File: src/rtl/execute_muldiv.sv
// RV32M multiply/divide unit for the execute stage: shift-add multiply and restoring divide on operand magnitudes.
// Optional macro MULDIV_FAST_MUL_EN replaces the iterative multiply with a single-cycle 64-bit product.
module execute_muldiv #(
  parameter int DATA_WIDTH = 32
) (
  input  logic                  clk,
  input  logic                  rst,
  input  logic                  e_start,
  input  logic [2:0]            e_mdop,
  input  logic [DATA_WIDTH-1:0] e_rd1,
  input  logic [DATA_WIDTH-1:0] e_rd2,
  input  logic [4:0]            e_rd,
  input  logic                  e_flush,
  output logic                  md_stall,
  output logic                  md_busy,
  output logic                  md_done,
  output logic [DATA_WIDTH-1:0] md_result,
  output logic [4:0]            md_rd
);

  typedef enum logic [1:0] {IDLE, MUL, DIV, DONE} state_t;
  typedef enum logic [2:0] {
    OP_MUL, OP_MULH, OP_MULHSU, OP_MULHU, OP_DIV, OP_DIVU, OP_REM, OP_REMU
  } md_op_t;

  localparam logic [DATA_WIDTH-1:0] MIN_NEG = {1'b1, {(DATA_WIDTH-1){1'b0}}};

  state_t                    state_q, state_d;
  md_op_t                    op_in, op_q;
  logic [DATA_WIDTH-1:0]     ma_q, mb_q;
  logic                      neg_q, rneg_q;
  logic [2*DATA_WIDTH-1:0]   acc_q, acc_nx;
  logic [4:0]                cnt_q, rd_q;

  logic                      accept, is_div_in, a_sgn, b_sgn, sa, sb;
  logic                      div_zero, div_ovf, short_path, last_iter;
  logic [DATA_WIDTH-1:0]     a_mag, b_mag, short_val, final_val;
  logic [DATA_WIDTH:0]       mul_sum, div_diff;
  logic [2*DATA_WIDTH:0]     div_sh;
  logic [2*DATA_WIDTH-1:0]   mul_signed;
  logic [DATA_WIDTH-1:0]     quo_signed, rem_signed;
`ifdef MULDIV_FAST_MUL_EN
  logic [2*DATA_WIDTH-1:0]   fast_prod, fast_signed;
`endif

  // Operand decode and magnitude conversion at acceptance
  always_comb begin
    op_in     = md_op_t'(e_mdop);
    is_div_in = e_mdop[2];
    a_sgn     = (op_in == OP_MULH) || (op_in == OP_MULHSU) || (op_in == OP_DIV) || (op_in == OP_REM);
    b_sgn     = (op_in == OP_MULH) || (op_in == OP_DIV) || (op_in == OP_REM);
    sa        = a_sgn & e_rd1[DATA_WIDTH-1];
    sb        = b_sgn & e_rd2[DATA_WIDTH-1];
    a_mag     = sa ? -e_rd1 : e_rd1;
    b_mag     = sb ? -e_rd2 : e_rd2;
    div_zero  = is_div_in && (e_rd2 == '0);
    div_ovf   = ((op_in == OP_DIV) || (op_in == OP_REM)) && (e_rd1 == MIN_NEG) && (e_rd2 == '1);
    accept    = ((state_q == IDLE) || (state_q == DONE)) && e_start && !e_flush;
  end

  always_comb begin
    short_path = div_zero || div_ovf;
    short_val  = '0;
    if (div_zero)
      short_val = ((op_in == OP_DIV) || (op_in == OP_DIVU)) ? '1 : e_rd1;
    else if (div_ovf)
      short_val = (op_in == OP_DIV) ? MIN_NEG : '0;
`ifdef MULDIV_FAST_MUL_EN
    fast_prod   = {{DATA_WIDTH{1'b0}}, a_mag} * {{DATA_WIDTH{1'b0}}, b_mag};
    fast_signed = (sa ^ sb) ? -fast_prod : fast_prod;
    if (!is_div_in) begin
      short_path = 1'b1;
      short_val  = (op_in == OP_MUL) ? fast_signed[DATA_WIDTH-1:0]
                                     : fast_signed[2*DATA_WIDTH-1:DATA_WIDTH];
    end
`endif
  end

  // One iteration step; the multiplier/dividend shares the low half of acc_q
  always_comb begin
    mul_sum  = {1'b0, acc_q[2*DATA_WIDTH-1:DATA_WIDTH]} + (acc_q[0] ? {1'b0, ma_q} : '0);
    div_sh   = {acc_q, 1'b0};
    div_diff = div_sh[2*DATA_WIDTH:DATA_WIDTH] - {1'b0, mb_q};
    if (state_q == DIV) begin
      if (!div_diff[DATA_WIDTH])
        acc_nx = {div_diff[DATA_WIDTH-1:0], div_sh[DATA_WIDTH-1:1], 1'b1};
      else
        acc_nx = div_sh[2*DATA_WIDTH-1:0];
    end else begin
      acc_nx = {mul_sum, acc_q[DATA_WIDTH-1:1]};
    end
    last_iter  = (cnt_q == 5'd31);
    mul_signed = neg_q ? -acc_nx : acc_nx;
    quo_signed = neg_q ? -acc_nx[DATA_WIDTH-1:0] : acc_nx[DATA_WIDTH-1:0];
    rem_signed = rneg_q ? -acc_nx[2*DATA_WIDTH-1:DATA_WIDTH] : acc_nx[2*DATA_WIDTH-1:DATA_WIDTH];
    if (state_q == DIV)
      final_val = ((op_q == OP_DIV) || (op_q == OP_DIVU)) ? quo_signed : rem_signed;
    else
      final_val = (op_q == OP_MUL) ? mul_signed[DATA_WIDTH-1:0]
                                   : mul_signed[2*DATA_WIDTH-1:DATA_WIDTH];
  end

  always_ff @(posedge clk or posedge rst) begin
    if (rst) state_q <= IDLE;
    else     state_q <= state_d;
  end

  always_comb begin
    state_d = state_q;
    if (e_flush) begin
      state_d = IDLE;
    end else begin
      case (state_q)
        IDLE, DONE: begin
          if (accept)
            state_d = short_path ? DONE : (is_div_in ? DIV : MUL);
          else
            state_d = IDLE;
        end
        MUL, DIV: if (last_iter) state_d = DONE;
        default:  state_d = IDLE;
      endcase
    end
  end

  always_ff @(posedge clk or posedge rst) begin
    if (rst) begin
      op_q      <= OP_MUL;
      ma_q      <= '0;
      mb_q      <= '0;
      neg_q     <= 1'b0;
      rneg_q    <= 1'b0;
      acc_q     <= '0;
      cnt_q     <= '0;
      rd_q      <= '0;
      md_result <= '0;
      md_rd     <= '0;
    end else if (accept) begin
      op_q   <= op_in;
      ma_q   <= a_mag;
      mb_q   <= b_mag;
      neg_q  <= sa ^ sb;
      rneg_q <= sa;
      acc_q  <= {{DATA_WIDTH{1'b0}}, (is_div_in ? a_mag : b_mag)};
      cnt_q  <= '0;
      rd_q   <= e_rd;
      if (short_path) begin
        md_result <= short_val;
        md_rd     <= e_rd;
      end
    end else if (((state_q == MUL) || (state_q == DIV)) && !e_flush) begin
      acc_q <= acc_nx;
      cnt_q <= cnt_q + 5'd1;
      if (last_iter) begin
        md_result <= final_val;
        md_rd     <= rd_q;
      end
    end
  end

  assign md_busy  = (state_q == MUL) || (state_q == DIV);
  assign md_done  = (state_q == DONE);
  assign md_stall = !rst && (md_busy || (e_start && ((state_q == IDLE) || (state_q == DONE)) && !e_flush));

endmodule

File: config.mk
export PLATFORM = sky130hd
export DESIGN_NAME = execute_muldiv
export DESIGN_NICKNAME = d
export VERILOG_FILES = /design/src/rtl/execute_muldiv.sv
export SDC_FILE = /design/constraint.sdc
export NUM_CORES = 1
export LEC_CHECK = 0
export ABC_AREA = 1
export BUFFER_PORTS_ARGS = -buffer_cell sky130_fd_sc_hd__buf_2
export CELL_PAD_IN_SITES_DETAIL_PLACEMENT = 0
export CELL_PAD_IN_SITES_GLOBAL_PLACEMENT = 2
export CORE_ASPECT_RATIO = 0.6
export CORE_MARGIN = 2
export CORE_UTILIZATION = 34
export DETAILED_ROUTE_END_ITERATION = 6
export GPL_ROUTABILITY_DRIVEN = 0
export PLACE_DENSITY = 0.86
export SYNTH_ARGS = -nofsm -noshare
export SYNTH_HDL_FRONTEND = slang
export SYNTH_SLANG_ARGS = --single-unit
File: constraint.sdc
create_clock -name clk -period 7.6 [get_ports clk]
set_input_delay 1.52 -clock clk [delete_from_list [all_inputs] [get_ports clk]]
set_output_delay 1.52 -clock clk [all_outputs]
set_load 0.02 [all_outputs]
==> metrics.yaml <==
maxSlewHeadroom_pct: 14.3
arrival_ns: 5.70
p_per_area_nw_per_um2: 510
hold_viol_final: 0
r2r_end: "md_result[28]"
core_area_um2: 55500
rsz0062_at_grt: "no"
hp-start: "rd_q[1]"
cts_resized: 0
critPathKind: "reg2reg"
critPathBufInv: 3
leakage_nw: 11.0
die_w_um: 309
cp.required_ns: 8.00
portBuffers: 115
yosysSeqAreaShare_pct: 24.0
status: "finished with violations"
syn-num-nets: 3325
synth_edf_count: 0
drc_errors: 16
syn_area_per_cell_um2: 5.99
fin_crit_ns: 5.30
crit_family: "simple AND/OR/NAND/NOR gates"
area_growth_pct: 9.55
max-cap-violations: 0
diodes: 0
cts_sinks: 182
synth_area_um2: 19000
cp_slowest_cell: "dfrtp_1"
min_to: "rd_q[1]"
cts.path.max_buffers: 2
crit_fanout: 33
rows: 67
synthFlopType: "dfrtp_1"
cp_common_cell: "nand2_1"
final_util_pct: 37.5
final_antenna_net_count: 0
peakVddDrop_uv: 226
grt-ovfl-total: 0
grt_pass1_wl_mm: 132
die_y_um: 187
fin_crit_sh_pct: 69.7
critPathLaunchType: "register"
fin_area_um2: 20800
r2r_cells: 36
drt-vias-per-instance: 5.52
yosysUniqueCellTypes: 60
dp_hpwl_mm: 74.0
postCtsHoldBufs: 0
hold_depth: 2
synth_common_cells: "nand2_1, inv_1, nor2_1"
synth_top_area_cell: "dfrtp_1"
setup_tns_ns: 0
routedWlPerCell_um: 22.9
violations: "design-rule violations"
maxSlewViolCount: 0
synth_async_sr_flop_share_pct: 100
max_stage_delay_ns: 0.38
setup_violations: 0
tightest_slew_ns: 1.27
nets: 3371
cts_root_buf: "clkbuf_16"
yosys_warnings: 0
holdWs_ns: 0.481
num_vias: 22009
max_freq_mhz: 189
reg2reg_slack_ns: 2.30
grt_max_degree: 126
grt_pass1_vias: 20163
cts_max_level: 4
drtIter0Drc: 2961
start_util_pct: 34.2
yosysTopAreaCellShare_pct: 24.0
finClkSkew_ns: 0.0153
synthTopCellsByArea: "dfrtp_1, nand2_1, inv_1"
dieArea_um2: 57800
tritoncts: "built"
antenna_found_initial: 3
drive_gt1_share_pct: 9.44
first_pass_iters: 7
ios: 116
cp-end-kind: "register"
clkTransAtPathRegs_ns: 0.08
cts_made_buffers: 17
place_area_um2: 20200
synthCells: 3174
r2r-start: "acc_q[31]"
hold_path.class: "reg2reg"
clock_latency_ns: 0.48
track_usage_pct: 31.1
postCtsSetupBuffers: 0
routed_wl_mm: 91.2
synth.most_common_cell: "nand2_1"
ys_ff_latch: 182
[state kept, by name, indices dropped and copies added (netlist names)]
register	flops
acc_q	64
cnt_q	5
ma_q	32
mb_q	32
md_rd	5
md_result	32
neg_q	1
op_q	3
rd_q	5
rneg_q	1
state_q	2
[per-layer routing]
layer  GRT usage, %  routed length, um
met1           48.5              43800
met5              0                  9
met2           38.4              32800
met4           5.02               1190
met3           13.8              13500
[area by class of cell]
type                            instances  area, um^2
Timing Repair Buffer                  142         778
Fill cell                            6274       34700
Tap cell                              759         950
Multi-Input combinational cell       2417       12200
Inverter                              460        1740
Clock inverter                         11         153
Sequential cell                       182        4560
Clock buffer                           18         429
[cells by family after synthesis]
kind of cell	Yosys count	share of synthesized area [%]
flops	182	24.0
buf+inv	575	12.0
simple gates	1687	37.8
xor+xnor	111	5.12
fa+ha+maj	75	5.02
compound gates	544	16.1
[worst reg2reg max path, delay by kind of cell (launching register included)]
family          cells  cell delay [ns]
buf+inv             3             0.33
simple gates       29             3.63
compound gates      1             0.15
fa+ha+maj           3             0.74
flops               1             0.38
[where the power goes]
group	total, mW	leakage (nW)	switching (mW)	internal (mW)
Sequential	1.64	2.31	0.341	1.30
Combinational	8.02	8.38	5.89	2.13
Clock	0.951	0.275	0.436	0.515
Total	10.6	11.0	6.67	3.94
[layout by cell type (no fill, tap or decap), drive strengths merged, types with 41 or more instances in the layout]
| cell type | Yosys | final |
|---|---|---|
| a21oi | 206 | 206 |
| nand2 | 1008 | 1008 |
| inv | 456 | 459 |
| ha | 73 | 73 |
| xor2 | 96 | 96 |
| nor3 | 41 | 41 |
| buf | 39 | 142 |
| nand3 | 242 | 242 |
| nor2 | 327 | 327 |
| o21ai | 225 | 225 |
| dfrtp | 182 | 182 |
[worst max-delay path by stage]
stage | end | depth (start not counted) | slack (ns) | from
CTS | md_result[28] | 36 | 2.45 | acc_q[31]
global route | md_result[28] | 36 | 1.89 | acc_q[31]
finish | md_result[28] | 36 | 2.30 | acc_q[31]
detailed placement | md_result[1] | 17 | 2.41 | e_rd1[0]
floorplan | acc_q[0] | 1 | 1.14 | rst
global placement | md_result[1] | 17 | 2.36 | e_rd1[0]
[per-stage QoR]
stage	power (mW)	std cells	worst slack, ns
global placement	9.27	3960	2.36
global route	11.3	3989	1.89
finish	10.6	3989	2.30
floorplan	6.68	3174	1.14
CTS	10.3	3989	2.45
detailed placement	9.33	3960	2.41
Note: power is estimated with default switching activity, not from simulation.
